[src/rtl/pipe_hazard_ctrl.sv]
// Stall/flush sequencer for a 5-stage pipe: load-use bubbles, taken-branch squash,
// and a data-memory handshake that freezes the whole pipe, with debug counters.
module pipe_hazard_ctrl #(
   parameter int unsigned MAX_WAIT = 15,
   parameter int unsigned REG_W    = 4
) (
   input  logic             clk,
   input  logic             rst_n,
   input  logic [REG_W-1:0] id_rs,
   input  logic [REG_W-1:0] id_rt,
   input  logic             id_uses_rs,
   input  logic             id_uses_rt,
   input  logic             ex_mem_read,
   input  logic [REG_W-1:0] ex_rd,
   input  logic             mem_access_MEM,
   input  logic             dmem_ready,
   input  logic             branch_taken_EX,
   output logic             dmem_req,
   output logic             stall_PC,
   output logic             stall_IF_ID,
   output logic             stall_ID_EX,
   output logic             stall_EX_MEM,
   output logic             stall_MEM_WB,
   output logic             flush_IF_ID,
   output logic             flush_ID_EX,
   output logic             mem_timeout,
   output logic [15:0]      stall_cycles
);

   typedef enum logic {RUN, MEM_WAIT} state_t;

   state_t      state_q, state_d;
   logic [7:0]  wait_q, wait_d;
   logic        timeout_q, timeout_d;
   logic [15:0] scnt_q, scnt_d;

   logic mem_stall, req, lu, br;
   logic s_pc, s_ifid, s_idex, s_exmem, s_memwb, f_ifid, f_idex;

   always_comb begin
      state_d   = state_q;
      wait_d    = wait_q;
      timeout_d = timeout_q;
      mem_stall = 1'b0;
      req       = 1'b0;
      s_pc      = 1'b0;
      s_ifid    = 1'b0;
      s_idex    = 1'b0;
      s_exmem   = 1'b0;
      s_memwb   = 1'b0;
      f_ifid    = 1'b0;
      f_idex    = 1'b0;

      case (state_q)
         RUN: begin
            req = mem_access_MEM;
            if (mem_access_MEM && !dmem_ready) begin
               mem_stall = 1'b1;
               state_d   = MEM_WAIT;
               wait_d    = 8'd1;
            end
         end
         MEM_WAIT: begin
            req = 1'b1;
            if (!dmem_ready) begin
               mem_stall = 1'b1;
               wait_d    = (wait_q == 8'hFF) ? wait_q : wait_q + 8'd1;
            end else begin
               state_d = RUN;
               wait_d  = '0;
            end
         end
         default: state_d = RUN;
      endcase

      if (mem_stall && (wait_d >= 8'(MAX_WAIT)))
         timeout_d = 1'b1;

      lu = ex_mem_read && (ex_rd != '0) &&
           ((id_uses_rs && (id_rs == ex_rd)) || (id_uses_rt && (id_rt == ex_rd)));
      br = branch_taken_EX;

      // Memory freeze holds EX, so branch/load-use are re-judged on the release cycle.
      if (mem_stall) begin
         s_pc    = 1'b1;
         s_ifid  = 1'b1;
         s_idex  = 1'b1;
         s_exmem = 1'b1;
         s_memwb = 1'b1;
      end else if (br) begin
         f_ifid = 1'b1;
         f_idex = 1'b1;
      end else if (lu) begin
         s_pc   = 1'b1;
         s_ifid = 1'b1;
         f_idex = 1'b1;
      end

      scnt_d = (s_pc && (scnt_q != 16'hFFFF)) ? scnt_q + 16'd1 : scnt_q;
   end

   always_ff @(posedge clk or negedge rst_n) begin
      if (!rst_n) begin
         state_q   <= RUN;
         wait_q    <= '0;
         timeout_q <= 1'b0;
         scnt_q    <= '0;
      end else begin
         state_q   <= state_d;
         wait_q    <= wait_d;
         timeout_q <= timeout_d;
         scnt_q    <= scnt_d;
      end
   end

   // Combinational outputs are gated so reset drops them in the same cycle.
   assign dmem_req     = rst_n & req;
   assign stall_PC     = rst_n & s_pc;
   assign stall_IF_ID  = rst_n & s_ifid;
   assign stall_ID_EX  = rst_n & s_idex;
   assign stall_EX_MEM = rst_n & s_exmem;
   assign stall_MEM_WB = rst_n & s_memwb;
   assign flush_IF_ID  = rst_n & f_ifid;
   assign flush_ID_EX  = rst_n & f_idex;
   assign mem_timeout  = timeout_q;
   assign stall_cycles = scnt_q;

endmodule

[config.mk]
export PLATFORM = sky130hd
export DESIGN_NAME = pipe_hazard_ctrl
export DESIGN_NICKNAME = d
export VERILOG_FILES = /design/src/rtl/pipe_hazard_ctrl.sv
export SDC_FILE = /design/constraint.sdc
export NUM_CORES = 1
export LEC_CHECK = 0
export ABC_AREA = 1
export CORE_MARGIN = 5
export CORE_UTILIZATION = 51
export CTS_CLUSTER_SIZE = 8
export DETAILED_ROUTE_END_ITERATION = 6
export DONT_BUFFER_PORTS = 1
export GPL_ROUTABILITY_DRIVEN = 1
export PLACE_DENSITY = 0.69
export SLEW_MARGIN = 10
export SYNTH_ARGS = -nofsm -noshare
export SYNTH_HDL_FRONTEND = slang
export SYNTH_SLANG_ARGS = --single-unit
[constraint.sdc]
create_clock -name clk -period 1.6 [get_ports clk]
set_input_delay 0.4 -clock clk [delete_from_list [all_inputs] [get_ports clk]]
set_output_delay 0.4 -clock clk [all_outputs]
set_load 0.01 [all_outputs]
==> impl_metrics.ini, run 1 <==
[status]
outcome = complete, but fails checks
violations = negative setup slack

[placed_design]
dp.cells = 341
dp_hpwl_microns = 3220
place_area_sq_um = 2140
gp_congestion = 0.836
place_ws_ns = -0.0646
numPortBuffers = 0

[clocking]
htree_levels = 1
clockBufferDepth = 2
root_buffer = clkbuf_4
cts_buffers = 3
insertion_delay_ns = 0.32
clock-sinks = 26
cts_tree = built
clk_pin_slew_worst_paths_ns = 0.13

[synthesis]
synth.net_count = 289
synth_top_area_share_pct = 35.8
syn_inst = 267
ys_seq_area_share_pct = 35.8
ys_top_cells_by_area = dfrtp_1 36%, nand2_1 18%, nand3_1 12%, inv_1 6.4%, nor2_1 5.4%
ys_top_cells_by_count = 88 x nand2_1, 42 x nand3_1, 31 x inv_1
synthesis.area_sq_um = 1820
synth-seq-cells = 26
async_reset_ff_share_pct = 100
yosysWarnings = 0
synth_cell_types = 27
synth.avg_cell_area_sq_um = 6.80
synth_area_leader_cell = dfrtp_1
yosysMostFrequentCell = nand2_1
synth_edf_count = 0
synthFlopType = dfrtp_1

[global_route]
grt_pass1_vias = 1746
track_usage_pct = 19.0
grt_pass1_wl_microns = 7700
grt_max_degree = 27
grt_overflow = 0
antenna_found_initial = 0

[route]
detail-route-antenna-nets = 0
postRouteWirelength_microns = 4880
firstDrtPassIters = 4
drtIter0Drc = 69
viasPerCell = 5.22
routedWlPerCell_microns = 13.7
drc_errors = 0
dr_total_vias = 1862

[sta]
hold_violations = 0
timing.final.setup_violations = 7
worstMarginPinSlew_ns = 0.347
rsz0062_at_grt = true
slew_viol_final = 0
setup_ws_ns = -0.0806
fmax_mhz = 595
timing.final.crit_share_pct = 105
fin_skew_ns = 0.00290
hold_slack_ns = 0.398
tns_ns = -0.435
timing.slew.headroom_pct = 76.8
fin_crit_ns = 1.68

[finish]
final_area_sq_um = 2430
area_growth_pct = 34.0
nFillCells = 262
diodes = 0
drive_above_1_share_pct = 29.3
nNetsFinal = 335
layout.cells.non_filler = 357
final_util_pct = 71.8

[worst_setup_path]
r2r_start = stall_cycles[0]
cpLargestDelayFamily = simple AND/OR/NAND/NOR gates
critPathBufInv = 1
timing.critical_path.to_type = output pin
rr_endpoint = stall_cycles[6]
critPathMaxStageDelay_ns = 0.23
cp_max_fo = 4
rrSetupSlack_ns = 0.03
path_cells = inv_1 > nand2_1 > o21ai_1 > nor2_1 > nand3_1 > nand2_2 > nand3_4 > a21oi_4
cp-start-kind = primary input
cp.required_ns = 1.20
cp.arrival_ns = 1.28
crit_slowest_cell = a21oi_4
reg2reg_depth = 7
path_class = in2out

[floorplanning]
start_util_pct = 53.6
dieArea_sq_um = 4860
ioPinCount = 45
coreArea_sq_um = 3390
die_x_microns = 69.7
num_rows = 21
die_h_microns = 69.7

[power_and_ir_drop]
peakVddDrop_mv = 0.689
p_leak_nw = 1.28
power_mw = 1.68
power_density_nw_per_um2 = 691

[worst_hold_path]
min_delay_path_depth = 4
min_from = dmem_ready
hold_end = wait_q[2]
hp-class = in2reg

[job]
maxCapViolations = 0
==> what timing repair did <==
item	4_1_cts	5_1_grt
pin swaps	1	10
hold buffers	2	0
resized for setup	14	32
setup buffers	4	4
endpoints found under the hold margin	26	0
setup endpoints to repair	23	24
cloned	1	2
==> layout by cell type, fill, tap and decap left out, types with 2 or more instances in the layout <==
master | synthesis | final
xnor2_1 | 5 | 5
nand2_1 | 88 | 69
clkbuf_4 | 0 | 3
a21oi_2 | 0 | 2
a21oi_4 | 0 | 2
buf_12 | 0 | 3
nand3_1 | 42 | 39
nor2_1 | 26 | 21
nand2b_4 | 0 | 2
nor2_4 | 0 | 5
nand2_8 | 1 | 2
nand2_2 | 1 | 19
nor3_1 | 4 | 3
xor2_1 | 7 | 7
buf_6 | 3 | 3
nand3_2 | 0 | 2
buf_4 | 3 | 38
a21oi_1 | 6 | 2
ha_2 | 0 | 2
o21ai_0 | 6 | 5
dfrtp_1 | 26 | 25
inv_1 | 31 | 30
nand4_1 | 5 | 5
==> sequential cells by signal (all words and copies together) (netlist names) <==
register and count:
stall_cycles 16, wait_q 8, mem_timeout 1, state_q 1
==> layout make-up <==
class	instances	area, sq um	share of cell area, %
multi-input cells	206	1200	49.2
flip-flops and latches	26	652	26.8
repair buffers	45	389	16.0
inverters	31	116	4.78
well taps	46	57.6	2.36
clock buffers	3	22.5	0.925
==> worst max path at each step <==
stage	start	endpoint	slack (ns)	depth (start not counted)
6_report	ex_rd[1]	stall_IF_ID	-0.08	8
5_1_grt	ex_rd[1]	stall_IF_ID	-0.18	8
4_1_cts	state_q	flush_ID_EX	-0.05	5
3_5_place_dp	ex_rd[2]	stall_IF_ID	-0.06	6
3_3_place_gp	ex_rd[2]	stall_PC	-0.04	6
2_1_floorplan	ex_rd[2]	stall_PC	-0.1	7
==> worst min-delay path: stages <==
cell	delay, ns
nor2_1	0.06
nor2_1	0.10
a21oi_1	0.06
inv_1	0.07
==> power breakdown <==
group | switching, mW | internal, mW | total (mW)
clock network | 0.188 | 0.0883 | 0.277
registers | 0.0393 | 0.724 | 0.763
logic | 0.349 | 0.294 | 0.643
==> logic make-up (layout without fill, tap and decap cells) <==
logic type               count (synthesis)  in the layout  share of synthesized area [%]
adder cells (fa/ha/maj)                  2              2                           1.38
XOR/XNOR                                12             12                           5.79
AND/OR/NAND/NOR                        174            177                           42.7
flip-flops                              26             26                           35.8
buffers and inverters                   38             79                           9.78
AO/OA/AOI/OAI                           15             15                           4.55
==> per-layer routing <==
metal / wire [microns] / share of wire [%] / up-vias / track usage [%]
met5: 0 / 0 / - / 0
met4: 170 / 3.5 / 0 / 8.09
met3: 145 / 3.0 / 17 / 2.61
met2: 2470 / 51 / 37 / 32.9
met1: 2090 / 43 / 863 / 23.6
li1: - / - / 945 / -
No activity file was read; power rests on OpenSTA's default activity.
==> inputs of run 2 (changes only) <==
--- a/config.mk
+++ b/config.mk
@@ -5,7 +5,6 @@
 export SDC_FILE = /design/constraint.sdc
 export NUM_CORES = 1
 export LEC_CHECK = 0
-export ABC_AREA = 1
 export CORE_MARGIN = 5
 export CORE_UTILIZATION = 51
 export CTS_CLUSTER_SIZE = 8
==> run 2 against run 1 <==
  * The flow still finishes with violations (negative setup slack)
  * Combinational power is 3% higher
  * Synthesized area down 18%
  * Via count is 27% lower
  * Largest power group unchanged
  * Clock skew is 0.0036 ns higher
  * Global-route usage up 0.67 points
  * Sequential cell count is the same
==> impl_metrics.ini, run 2 <==
[global_route]
grt_pass1_wl_microns = 6470
grt_overflow = 0
track_usage_pct = 19.7
grt_pass1_vias = 1435
antenna_found_initial = 0
grt_max_degree = 27

[sta]
hold_violations = 0
rsz0062_at_grt = true
slew_viol_final = 0
timing.final.crit_share_pct = 116
tns_ns = -2.25
fin_skew_ns = 0.00652
timing.slew.headroom_pct = 70.7
setup_ws_ns = -0.249
worstMarginPinSlew_ns = 0.433
fmax_mhz = 541
fin_crit_ns = 1.85
timing.final.setup_violations = 23
hold_slack_ns = 0.196

[floorplanning]
die_h_microns = 63.9
start_util_pct = 53.3
ioPinCount = 45
die_x_microns = 63.9
num_rows = 19
coreArea_sq_um = 2780
dieArea_sq_um = 4090

[finish]
largest_reg_flops = 16
final_area_sq_um = 2230
nNetsFinal = 225
final_common_cell = buf_4
nFillCells = 161
diodes = 0
drive_above_1_share_pct = 53.0
layout_common_cells = 40 x buf_4, 25 x dfrtp_1, 13 x xnor2_1, 10 x nor2_1, 10 x nand4_1
area_growth_pct = 50.2

[clocking]
clockBufferDepth = 2
clk_pin_slew_worst_paths_ns = 0.14
clock-sinks = 26
root_buffer = clkbuf_4
cts_buffers = 3
insertion_delay_ns = 0.33
htree_levels = 1
cts_tree = built

[power_and_ir_drop]
clockPowerShare_pct = 18.9
power_density_nw_per_um2 = 797
netSwitchingPower_mw = 0.587
combinationalPowerShare_pct = 37.4
swShare_pct = 33.1
p_leak_nw = 1.01
p_int_mw = 1.19
peakVddDrop_mv = 0.804
p_seq_share_pct = 43.7
power_mw = 1.77

[route]
viasPerCell = 5.82
detail-route-antenna-nets = 0
dr_total_vias = 1357
firstDrtPassIters = 4
drc_errors = 0
drtIter0Drc = 88
postRouteWirelength_microns = 4220
routedWlPerCell_microns = 18.1

[worst_setup_path]
critical_path.endpoint = stall_IF_ID
rr_endpoint = stall_cycles[12]
reg2reg_depth = 7
rrSetupSlack_ns = -0.17
r2r_start = state_q
path_class = in2out
cp.arrival_ns = 1.45
cp-startpoint = ex_rd[2]
timing.critical_path.to_type = output pin
cp_max_fo = 3
cp-start-kind = primary input
cp.required_ns = 1.20

[status]
outcome = complete, but fails checks
violations = negative setup slack

[synthesis]
yosysMostFrequentCell = dfrtp_1
synth.avg_cell_area_sq_um = 9.82
yosysWarnings = 0
synth-seq-cells = 26
syn_inst = 151
ys_top_cells_by_area = dfrtp_1 44%, xnor2_1 8.9%, xor2_1 4.7%, nand4_1 4.2%, nor2_1 3.5%
synth_edf_count = 0
ys_top_cells_by_count = 26 x dfrtp_1, 15 x xnor2_1, 14 x nor2_1
synth_area_leader_cell = dfrtp_1
ys_seq_area_share_pct = 43.9
synth_cell_types = 41
synth.net_count = 173
synthFlopType = dfrtp_1
synth_top_area_share_pct = 43.9
async_reset_ff_share_pct = 100
synthesis.area_sq_um = 1480

[placed_design]
place_area_sq_um = 1820
gp_congestion = 0.766
dp_hpwl_microns = 2670
numPortBuffers = 0

[job]
maxCapViolations = 0

[worst_hold_path]
hp-class = in2reg
## run 2: stage by stage
| stage | std cells | utilization, % | setup slack, ns |
|---|---|---|---|
| after floorplan | 151 | - | -0.295 |
| after global placement | 214 | 65.4 | -0.307 |
| after detailed placement | 214 | 65.4 | -0.348 |
| after CTS | 229 | 74.5 | -0.209 |
| after global routing | 233 | 80.1 | -0.285 |
| final | 233 | 80.1 | -0.249 |
## run 2: cell families (layout without fill, tap and decap cells)
group / after synthesis / after routing / synth area share, %
mux: 2 / 2 / 1.43
flops: 26 / 26 / 43.9
buf+inv: 7 / 57 / 3.04
simple gates: 66 / 67 / 25.1
xor+xnor: 23 / 23 / 13.6
fa+ha+maj: 2 / 2 / 1.69
compound gates: 25 / 25 / 11.3
## run 2: critical path, cell delays in order
cell,delay (ns)
o41a_1,0.45
nand3_2,0.10
nor4_4,0.04
a31oi_2,0.21
o21ai_2,0.07
and2_4,0.18
## run 2: routing by layer
layer / global-route usage [%] / up-vias / wire (microns)
li1: - / 639 / -
met1: 21.5 / 675 / 1630
met2: 35.6 / 35 / 2310
met3: 4.73 / 8 / 203
met4: 9.09 / 0 / 87
met5: 0 / - / 0
## run 2: area by class of cell
| type | count | area (sq um) | area share [%] |
|---|---|---|---|
| Clock buffer | 4 | 36.3 | 1.63 |
| Inverter | 2 | 10.0 | 0.449 |
| Multi-Input combinational cell | 119 | 1060 | 47.5 |
| Sequential cell | 26 | 652 | 29.3 |
| Tap cell | 31 | 38.8 | 1.74 |
| Timing Repair Buffer | 51 | 432 | 19.4 |
## run 2: how the worst min path moves through the flow
stage	from	to	slack, ns	cells past startpoint
floorplan	rst_n	mem_timeout	0.10	0
global placement	rst_n	stall_cycles[2]	0.11	0
detailed placement	rst_n	stall_cycles[2]	0.11	0
CTS	dmem_ready	wait_q[0]	0.20	1
global route	dmem_ready	wait_q[0]	0.17	1
finish	dmem_ready	wait_q[0]	0.20	1
## run 2: power by group through the flow
stage | Clock, mW | Sequential (mW) | Combinational (mW)
floorplan | 0 | 0.864 | 0.218
global placement | 0 | 0.782 | 0.486
detailed placement | 0 | 0.787 | 0.505
CTS | 0.330 | 0.772 | 0.587
global route | 0.374 | 0.782 | 0.705
finish | 0.335 | 0.776 | 0.663
## run 2: what timing repair did
| item | 4_1_cts | 5_1_grt |
|---|---|---|
| cloned | 1 | 0 |
| hold buffers | 2 | 0 |
| gates resized for setup | 28 | 31 |
| endpoints found under the setup margin | 24 | 25 |
| buffers inserted | 8 | 4 |
| endpoints found under the hold margin | 26 | 0 |
| pin swaps | 24 | 24 |
==> inputs of run 3 (changes only) <==
--- a/config.mk
+++ b/config.mk
@@ -5,13 +5,14 @@
 export SDC_FILE = /design/constraint.sdc
 export NUM_CORES = 1
 export LEC_CHECK = 0
+export BUFFER_PORTS_ARGS = -buffer_cell sky130_fd_sc_hd__clkbuf_2
+export CORE_ASPECT_RATIO = 1.75
 export CORE_MARGIN = 5
-export CORE_UTILIZATION = 51
+export CORE_UTILIZATION = 46
 export CTS_CLUSTER_SIZE = 8
 export DETAILED_ROUTE_END_ITERATION = 6
-export DONT_BUFFER_PORTS = 1
 export GPL_ROUTABILITY_DRIVEN = 1
-export PLACE_DENSITY = 0.69
+export PLACE_DENSITY = 0.76
 export SLEW_MARGIN = 10
 export SYNTH_ARGS = -nofsm -noshare
 export SYNTH_HDL_FRONTEND = slang
==> run 3 against run 2 <==
  * The flow still finishes with violations (negative setup slack)
  * Sequential cell count is the same
  * Utilization down 0.98 points
  * Die area increased by 10%
  * Highest routed layer unchanged
  * Power rose by 19%
  * Critical path type unchanged
  * Routed wire length up 25%
  * Worst setup slack got worse by 0.20 ns
  * Cell count up 25%
  * Design area up 12%
  * Critical path depth rose by 1
  * Clock power grew 67%
  * First-iteration DRC count fell by 61%
  * Global-route usage rose by 3.9 points
==> impl_metrics.ini, run 3 (synthesized netlist as in run 2, its figures left out) <==
[route]
dr_total_vias = 1619
drc_errors = 0
drtIter0Drc = 34
firstDrtPassIters = 5
detail-route-antenna-nets = 0
postRouteWirelength_microns = 5270
viasPerCell = 5.54
routedWlPerCell_microns = 18.1

[floorplanning]
die_x_microns = 52.9
coreArea_sq_um = 3140
ioPinCount = 45
dieArea_sq_um = 4500
num_rows = 27
start_util_pct = 47.2
die_h_microns = 85.1

[worst_setup_path]
path_cells = clkbuf_2 > o41a_1 > buf_6 > a31oi_4 > o21ai_2 > and2_4 > clkbuf_2
cp-startpoint = ex_rd[2]
path_class = in2out
critPathBufInv = 3
cp.arrival_ns = 1.64
timing.critical_path.to_type = output pin
critPathMaxStageDelay_ns = 0.43
rrSetupSlack_ns = -0.28
crit_slowest_cell = o41a_1
cpLargestDelayFamily = compound AO/OA/AOI/OAI gates
cp-start-kind = primary input
r2r_start = state_q
reg2reg_depth = 7
cp.required_ns = 1.20
cp_max_fo = 3
critical_path.endpoint = stall_PC
rr_endpoint = stall_cycles[12]
worst-path-stages = 7
crit_top_cell = clkbuf_2

[finish]
drive_above_1_share_pct = 59.0
nNetsFinal = 272
final_common_cell = buf_4
diodes = 0
multiInputGateArea_sq_um = 1020
final_area_sq_um = 2480
seq_area_sq_um = 652
largest_reg_flops = 16
area_growth_pct = 67.6
layout_common_cells = 46 x buf_4, 37 x clkbuf_2, 25 x dfrtp_1, 12 x xnor2_1
nFillCells = 192

[sta]
slew_viol_final = 0
timing.slew.headroom_pct = 77.3
timing.final.crit_share_pct = 128
timing.final.setup_violations = 21
setup_ws_ns = -0.445
fin_skew_ns = 0.00471
rsz0062_at_grt = true
worstMarginPinSlew_ns = 0.340
hold_violations = 0
fin_crit_ns = 2.04
fmax_mhz = 489
tns_ns = -6.69

[placed_design]
place_area_sq_um = 2110
dp_hpwl_microns = 3390
gp_congestion = 0.810
numPortBuffers = 44

[global_route]
grt_pass1_vias = 1746
grt_max_degree = 18
antenna_found_initial = 0
track_usage_pct = 23.6
grt_pass1_wl_microns = 7880
grt_overflow = 0

[power_and_ir_drop]
peakVddDrop_mv = 0.847
power_mw = 2.11
p_leak_nw = 1.20
power_density_nw_per_um2 = 851

[clocking]
cts_tree = built
clock-sinks = 26
clockBufferDepth = 2
root_buffer = clkbuf_8
cts_buffers = 3
htree_levels = 1
insertion_delay_ns = 0.28
clk_pin_slew_worst_paths_ns = 0.10

[job]
maxCapViolations = 0

[worst_hold_path]
hp-class = in2async

[status]
violations = negative setup slack
outcome = complete, but fails checks
run 3: where the power goes:
part | total, mW | internal, mW | switching (mW)
Sequential | 0.785 | 0.735 | 0.0499
Combinational | 0.769 | 0.375 | 0.394
Clock | 0.560 | 0.335 | 0.225
run 3: stage by stage:
| stage | worst slack [ns] | instances | util [%] | hold slack [ns] |
|---|---|---|---|---|
| 3_3_place_gp | -0.466 | 278 | 67.3 | 0.400 |
| 6_report | -0.445 | 292 | 79.1 | 0.107 |
| 3_5_place_dp | -0.490 | 278 | 67.3 | 0.404 |
| 4_1_cts | -0.472 | 288 | 73.7 | 0.110 |
| 2_1_floorplan | -0.295 | 151 | - | 0.104 |
| 5_1_grt | -0.500 | 292 | 79.1 | 0.110 |
run 3: final cells by class:
type | count | share of cell area, %
inverters | 2 | 0.302
flip-flops and latches | 26 | 26.2
clock inverters | 1 | 1.21
repair buffers | 98 | 27.3
well taps | 43 | 2.17
clock buffers | 3 | 1.66
multi-input cells | 119 | 41.1
run 3: worst reg2reg max path, cell delays in order, from the launching register on:
cell and delay, ns:
dfrtp_1 0.38, nor2_2 0.06, or2_1 0.26, inv_1 0.18, o22ai_2 0.17, or3_4 0.38
or2_1 0.23, xnor2_1 0.12
run 3: what timing repair did:
item / CTS / global route
pin swaps: 11 / 15
resized for setup: 17 / 37
setup endpoints to repair: 24 / 24
hold buffers: 0 / 0
setup buffers: 5 / 5
cloned: 1 / 0
run 3: worst min path at each step:
stage | to | cells past startpoint | startpoint
final | stall_cycles[6] | 2 | rst_n
after CTS | stall_cycles[6] | 2 | rst_n
after global placement | stall_cycles[6] | 2 | rst_n
after detailed placement | stall_cycles[6] | 2 | rst_n
after global routing | stall_cycles[6] | 2 | rst_n
after floorplan | mem_timeout | 0 | rst_n
run 3: layer usage:
| metal | GRT usage [%] | routed length (microns) | up-vias |
|---|---|---|---|
| met1 | 23.4 | 1820 | 801 |
| met3 | 2.64 | 157 | 27 |
| met5 | 0 | 0 | - |
| met2 | 45.9 | 3030 | 54 |
| met4 | 10.5 | 267 | 0 |
| li1 | - | - | 737 |
